===== src/rtl/dma_write_cmd_sched_pkg.sv =====
// rtl/dma_write_cmd_sched_pkg.sv - shared widths, defaults and FSM encoding for the DMA write command scheduler
package dma_write_cmd_sched_pkg;

    localparam int ADDR_W  = 64;
    localparam int LEN_W   = 32;
    localparam int ENTRY_W = ADDR_W + LEN_W;

    localparam logic [LEN_W-1:0] DEFAULT_MAX_CHUNK = 32'h007F_FFFF;

    typedef enum logic [2:0] {
        ST_IDLE  = 3'd0,
        ST_LOAD  = 3'd1,
        ST_ISSUE = 3'd2,
        ST_WAIT  = 3'd3,
        ST_GAP   = 3'd4
    } state_t;

endpackage


===== src/rtl/dma_write_cmd_sched_fifo.sv =====
// rtl/dma_write_cmd_sched_fifo.sv - synchronous command FIFO with registered full/empty flags
module dma_cmd_fifo
    import dma_write_cmd_sched_pkg::*;
#(
    parameter int FIFO_DEPTH = 4
) (
    input  logic               clk,
    input  logic               rst,
    input  logic               push,
    input  logic [ENTRY_W-1:0] push_data,
    input  logic               pop,
    output logic [ENTRY_W-1:0] pop_data,
    output logic               full,
    output logic               empty
);

    localparam int PTR_W = $clog2(FIFO_DEPTH);
    localparam logic [PTR_W:0] DEPTH_CNT = (PTR_W + 1)'(FIFO_DEPTH);

    logic [ENTRY_W-1:0] mem [FIFO_DEPTH];
    logic [PTR_W-1:0]   wr_ptr;
    logic [PTR_W-1:0]   rd_ptr;
    logic [PTR_W:0]     count;
    logic [PTR_W:0]     count_next;
    logic               do_push;
    logic               do_pop;

    // Gating with the flags lets push and pop coexist in one cycle safely.
    assign do_push  = push && !full;
    assign do_pop   = pop && !empty;
    assign pop_data = mem[rd_ptr];

    // Occupancy after this cycle's push/pop.
    always_comb begin
        count_next = count;
        case ({do_push, do_pop})
            2'b10:   count_next = count + 1'b1;
            2'b01:   count_next = count - 1'b1;
            default: count_next = count;
        endcase
    end

    // Pointers, occupancy and registered flags.
    always_ff @(posedge clk or negedge rst) begin
        if (!rst) begin
            wr_ptr <= '0;
            rd_ptr <= '0;
            count  <= '0;
            full   <= 1'b0;
            empty  <= 1'b1;
        end else begin
            if (do_push) wr_ptr <= wr_ptr + 1'b1;
            if (do_pop)  rd_ptr <= rd_ptr + 1'b1;
            count <= count_next;
            full  <= (count_next == DEPTH_CNT);
            empty <= (count_next == '0);
        end
    end

    // Entry storage; contents need no reset because empty guards reads.
    always_ff @(posedge clk) begin
        if (do_push) mem[wr_ptr] <= push_data;
    end

endmodule


===== src/rtl/dma_write_cmd_sched.sv =====
// rtl/dma_write_cmd_sched.sv - splits queued write commands into bounded chunks for the S2MM write controller
module dma_write_cmd_sched
    import dma_write_cmd_sched_pkg::*;
#(
    parameter int               FIFO_DEPTH = 4,
    parameter logic [LEN_W-1:0] MAX_CHUNK  = DEFAULT_MAX_CHUNK
) (
    input  logic              clk,
    input  logic              rst,
    input  logic              cmd_valid,
    output logic              cmd_ready,
    input  logic [ADDR_W-1:0] cmd_addr,
    input  logic [LEN_W-1:0]  cmd_len,
    output logic              wr_start,
    output logic [ADDR_W-1:0] wr_dest_addr,
    output logic [LEN_W-1:0]  wr_byte_num,
    input  logic              wr_done,
    output logic              busy,
    output logic              cmd_done,
    output logic [15:0]       done_cnt,
    output logic              err_zero_len
);

    state_t             state;
    state_t             state_next;
    logic [ENTRY_W-1:0] head;
    logic [ADDR_W-1:0]  head_addr;
    logic [LEN_W-1:0]   head_len;
    logic               fifo_full;
    logic               fifo_empty;
    logic               pop;
    logic [ADDR_W-1:0]  cur_addr;
    logic [LEN_W-1:0]   remaining;
    logic [LEN_W-1:0]   remaining_next;
    logic [LEN_W-1:0]   chunk;
    logic               wd_q;
    logic               wd_rise;

    assign cmd_ready = !fifo_full;

    dma_cmd_fifo #(
        .FIFO_DEPTH(FIFO_DEPTH)
    ) u_fifo (
        .clk       (clk),
        .rst       (rst),
        .push      (cmd_valid),
        .push_data ({cmd_addr, cmd_len}),
        .pop       (pop),
        .pop_data  (head),
        .full      (fifo_full),
        .empty     (fifo_empty)
    );

    assign head_addr = head[ENTRY_W-1:LEN_W];
    assign head_len  = head[LEN_W-1:0];

    // wr_byte_num holds the chunk in flight, so completion retires exactly that amount.
    assign chunk          = (remaining > MAX_CHUNK) ? MAX_CHUNK : remaining;
    assign remaining_next = remaining - wr_byte_num;
    assign wd_rise        = wr_done && !wd_q;
    assign busy           = (state != ST_IDLE);

    // State register.
    always_ff @(posedge clk or negedge rst) begin
        if (!rst) state <= ST_IDLE;
        else      state <= state_next;
    end

    // Next-state and FIFO pop decode.
    always_comb begin
        state_next = state;
        pop        = 1'b0;
        case (state)
            ST_IDLE:  if (!fifo_empty) state_next = ST_LOAD;
            ST_LOAD: begin
                pop        = 1'b1;
                state_next = (head_len == '0) ? ST_IDLE : ST_ISSUE;
            end
            ST_ISSUE: state_next = ST_WAIT;
            ST_WAIT: begin
                if (wd_rise) state_next = (remaining_next == '0) ? ST_IDLE : ST_GAP;
            end
            ST_GAP:   state_next = ST_ISSUE;
            default:  state_next = ST_IDLE;
        endcase
    end

    // Command datapath, downstream request registers and status pulses.
    always_ff @(posedge clk or negedge rst) begin
        if (!rst) begin
            wd_q         <= 1'b0;
            cur_addr     <= '0;
            remaining    <= '0;
            wr_start     <= 1'b0;
            wr_dest_addr <= '0;
            wr_byte_num  <= '0;
            cmd_done     <= 1'b0;
            done_cnt     <= '0;
            err_zero_len <= 1'b0;
        end else begin
            wd_q         <= wr_done;
            wr_start     <= 1'b0;
            cmd_done     <= 1'b0;
            err_zero_len <= 1'b0;
            case (state)
                ST_LOAD: begin
                    cur_addr     <= head_addr;
                    remaining    <= head_len;
                    err_zero_len <= (head_len == '0);
                end
                ST_ISSUE: begin
                    wr_dest_addr <= cur_addr;
                    wr_byte_num  <= chunk;
                    wr_start     <= 1'b1;
                end
                ST_WAIT: begin
                    if (wd_rise) begin
                        cur_addr  <= cur_addr + {{(ADDR_W-LEN_W){1'b0}}, wr_byte_num};
                        remaining <= remaining_next;
                        if (remaining_next == '0) begin
                            cmd_done <= 1'b1;
                            done_cnt <= done_cnt + 1'b1;
                        end
                    end
                end
                default: ;
            endcase
        end
    end

endmodule


===== config.mk =====
export PLATFORM = sky130hd
export DESIGN_NAME = dma_write_cmd_sched
export DESIGN_NICKNAME = d
export VERILOG_FILES = /design/src/rtl/dma_write_cmd_sched_pkg.sv /design/src/rtl/dma_write_cmd_sched_fifo.sv /design/src/rtl/dma_write_cmd_sched.sv
export SDC_FILE = /design/constraint.sdc
export NUM_CORES = 1
export LEC_CHECK = 0
export BUFFER_PORTS_ARGS = -buffer_cell sky130_fd_sc_hd__buf_2
export CAP_MARGIN = 10
export CORE_MARGIN = 3
export CORE_UTILIZATION = 60
export DETAILED_ROUTE_END_ITERATION = 12
export PLACE_DENSITY = 0.86
export SLEW_MARGIN = 5
export SYNTH_ARGS = -nofsm -noshare
export SYNTH_HDL_FRONTEND = slang
export SYNTH_SLANG_ARGS = --single-unit
export TNS_END_PERCENT = 20

===== constraint.sdc =====
create_clock -name clk -period 5.15 [get_ports clk]
set_input_delay 0.2575 -clock clk [delete_from_list [all_inputs] [get_ports clk]]
set_output_delay 0.2575 -clock clk [all_outputs]
set_load 0.05 [all_outputs]

==> impl_metrics.env <==
export IMPL_status="completed"
export IMPL_min_from="cmd_valid"
export IMPL_synth_top_family_by_area="multiplexers"
export IMPL_initial_utilization_pct=60.9
export IMPL_crit_chain="ha_1 -> fa_1 -> nand2b_1 -> a211o_1 -> a211oi_1 -> a31oi_1 -> o21ai_0 -> xnor2_1 -> nand2_1 -> nor4b_4 -> nand4_2 -> nor4_1 -> xor2_1"
export IMPL_post_cts_buffers=0
export IMPL_path_class="reg -> reg"
export IMPL_finalSetupViolCount=0
export IMPL_crit_cells=13
export IMPL_whs_endpoint="u_fifo.wr_ptr[0]"
export IMPL_rsz0062_at_grt="false"
export IMPL_hold_ws_ps=154
export IMPL_fin_worst_skew_ps=25.3
export IMPL_gp_congestion=0.964
export IMPL_synthCells=2060
export IMPL_wl_per_cell_um=25.2
export IMPL_fin_crit_sh_pct=87.8
export IMPL_cp_slowest_stage_delay_ps=580
export IMPL_synth_cell_types=82
export IMPL_synth_xor_area_share_pct=2.09
export IMPL_rows=78
export IMPL_fill_cells=2989
export IMPL_reg2reg_depth=13
export IMPL_fin_crit_ps=4520
export IMPL_crit_path_top_delay_cell="a211oi_1"
export IMPL_cts_tree="built"
export IMPL_ant_nets=0
export IMPL_power_density_mw_per_mm2=628
export IMPL_r2r_slack_ps=630
export IMPL_synth_warnings=0
export IMPL_fmax_mhz=221
export IMPL_cts_buffers=58
export IMPL_grt_use_total_pct=31.3
export IMPL_synth_ff_type="edfxtp_1"
export IMPL_synth_fa_ha_area_share_pct=3.34
export IMPL_die_area_mm2=0.0487
export IMPL_hold_depth=3
export IMPL_synth_top_area_share_pct=41.7
export IMPL_startpoint_type="flop"
export IMPL_cp_top_family="simple AND/OR/NAND/NOR gates"
export IMPL_yosysSeqAreaShare_pct=61.9
export IMPL_port_buffers=216
export IMPL_grt_start_max_net_pins=123
export IMPL_die_w_um=221
export IMPL_syn_nets=2232
export IMPL_clock_sinks=608
export IMPL_syn_cell_area_mm2=0.0277
export IMPL_grt_pass1_vias=19100
export IMPL_drtIter0Drc=2192
export IMPL_globalRouteOverflowTotal=0
export IMPL_clk_latency_ps=620
export IMPL_synth_compound_area_share_pct=10.4
export IMPL_arrival_ps=5060
export IMPL_worstReg2RegEnd="done_cnt[14]"
export IMPL_routed_wl_mm=75.9
export IMPL_crit_fanout=6
export IMPL_async_flop_share_pct=36.8
export IMPL_cp_required_ps=5690
export IMPL_cts_root_buf="clkbuf_16"
export IMPL_grt_pass1_wl_mm=115
export IMPL_synthSimpleGateAreaFrac_pct=9.16
export IMPL_synthTopCellsByArea="edfxtp_1, dfrtp_1, mux4_2"
export IMPL_drive_gt1_share_pct=21.8
export IMPL_coreArea_mm2=0.0455
export IMPL_num_io_pins=217
export IMPL_synth_top_area_cell="edfxtp_1"
export IMPL_r2r_start="wr_byte_num[0]"
export IMPL_power_mw=20.3
export IMPL_die_y_um=221
export IMPL_drv_slew=0
export IMPL_area_delta_synth_final_pct=16.6
export IMPL_path_clk_slew_ps=60
export IMPL_dr_pass1_iters=6
export IMPL_timing_slew_headroom_pct=25.0
export IMPL_hold_class="in -> reg"
export IMPL_maxCapViolations=0
export IMPL_antenna_found_initial=8
export IMPL_nets=2534
export IMPL_dr_total_vias=19500
export IMPL_max_vdd_ir_drop_v=0.000469
export IMPL_cts_buffer_depth=3
export IMPL_p_leak_nw=12.4
export IMPL_synth_edff_count=384
export IMPL_end_kind="flop"
export IMPL_detailed_place_hpwl_mm=50.7
export IMPL_muxShareOfSynthArea_pct=10.7
export IMPL_drc_errors=0
export IMPL_fin_tns_setup_ps=0
export IMPL_viasPerCell=6.45
export IMPL_synth_seq_cells=608
export IMPL_avgSynthCellArea_um2=13.4
export IMPL_h_tree_depth=2
export IMPL_tightest_slew_ps=1130
export IMPL_cp_num_buf_inv=0
export IMPL_hold_viol_final=0
-- flip-flops by register name, summed over array words and instances, names as in the netlist --
| name | cells |
|---|---|
| u_fifo.mem | 384 |
| cur_addr | 64 |
| wr_dest_addr | 64 |
| remaining | 32 |
| wr_byte_num | 32 |
| done_cnt | 16 |
| state | 3 |
| u_fifo.count | 3 |
| u_fifo.rd_ptr | 2 |
| u_fifo.wr_ptr | 2 |
| cmd_done | 1 |
| err_zero_len | 1 |
| u_fifo.empty | 1 |
| u_fifo.full | 1 |
| wd_q | 1 |
| wr_start | 1 |
-- cell type report --
| type | count | area (µm²) | area share, % |
|---|---|---|---|
| Multi-Input combinational cell | 1286 | 9920 | 30.7 |
| Timing Repair Buffer | 343 | 2310 | 7.17 |
| Sequential cell | 608 | 17100 | 53.1 |
| Antenna cell | 5 | 12.5 | 0.0388 |
| Clock buffer | 85 | 1620 | 5.03 |
| Clock inverter | 24 | 269 | 0.833 |
| Tap cell | 600 | 751 | 2.33 |
| Inverter | 65 | 244 | 0.756 |
-- metrics by stage --
stage / instances / util (%) / instance area, µm² / worst slack (ps)
3_3_place_gp: 2804 / 64.6 / 29400 / 834
5_1_grt: 3016 / 71.0 / 32300 / 374
2_1_floorplan: 2060 / - / 27700 / 1240
6_report: 3016 / 71.0 / 32300 / 631
3_5_place_dp: 2804 / 64.6 / 29400 / 704
4_1_cts: 3011 / 70.9 / 32300 / 671
-- cells in the mapped netlist, types with 14 or more instances --
| cell | instances |
|---|---|
| mux4_2 | 96 |
| xor2_1 | 27 |
| nand2_1 | 151 |
| nand4_1 | 22 |
| mux2_2 | 65 |
| and3_1 | 22 |
| nor3_1 | 35 |
| edfxtp_1 | 384 |
| o22ai_1 | 17 |
| a21oi_1 | 147 |
| a21o_1 | 32 |
| o22a_1 | 23 |
| o21a_1 | 16 |
| buf_1 | 14 |
| nor2_1 | 155 |
| xnor2_1 | 39 |
| clkbuf_1 | 76 |
| a211oi_1 | 26 |
| dfrtp_1 | 223 |
| ha_1 | 69 |
| inv_1 | 65 |
| nand3_1 | 47 |
| a31oi_1 | 24 |
| nor4_1 | 23 |
| o21ai_0 | 86 |
-- cell usage in the layout, fill, tap and decap left out, types with 69 or more instances in the layout --
master,Yosys,final
edfxtp_1,384,384
nor2_1,155,154
nand2_1,151,150
dfrtp_1,223,221
a21oi_1,147,147
mux4_2,96,96
buf_2,8,215
o21ai_0,86,86
dlygate4sd3_1,0,98
ha_1,69,69
-- power by group --
group          total [mW]  leakage [nW]  internal [mW]  switching, mW
clock network        4.23         0.926           2.44           1.80
registers            7.49          6.10           6.53          0.959
logic                8.55          5.42           3.08           5.47
total                20.3          12.4           12.0           8.22
-- what timing repair did --
item,in CTS,in global routing
gates resized for setup,0,0
endpoints found under the hold margin,505,0
hold buffers,98,0
-- worst min-delay path, stage by stage --
cell and delay (ps):
buf_2 90, nor2b_1 220, xnor2_1 160
-- metal layers --
layer	global-route usage [%]	vias up	part of all wire, %
li1	-	8468	-
met1	44.9	9818	42
met2	48.7	993	47
met3	7.51	174	8.8
met4	8.79	6	2.8
met5	0	-	0.046
-- cells by family (layout without fill, tap and decap cells) --
logic type               count (synthesis)  after routing
AO/OA/AOI/OAI                          452            452
XOR/XNOR                                66             66
adder cells (fa/ha/maj)                 72             72
buffers and inverters                  166            517
flip-flops                             608            608
multiplexers                           169            169
other                                    0              5
AND/OR/NAND/NOR                        527            527
-- worst max path at each step --
stage | startpoint | endpoint | slack, ps
final | wr_byte_num[0] | done_cnt[14] | 630
after global routing | wr_byte_num[0] | done_cnt[14] | 370
after CTS | wr_byte_num[0] | done_cnt[14] | 670
after detailed placement | wr_byte_num[0] | done_cnt[14] | 700
after global placement | wr_byte_num[0] | state[2] | 830
after floorplan | wr_byte_num[0] | done_cnt[14] | 1240
Power figures use the tool's default switching activity.
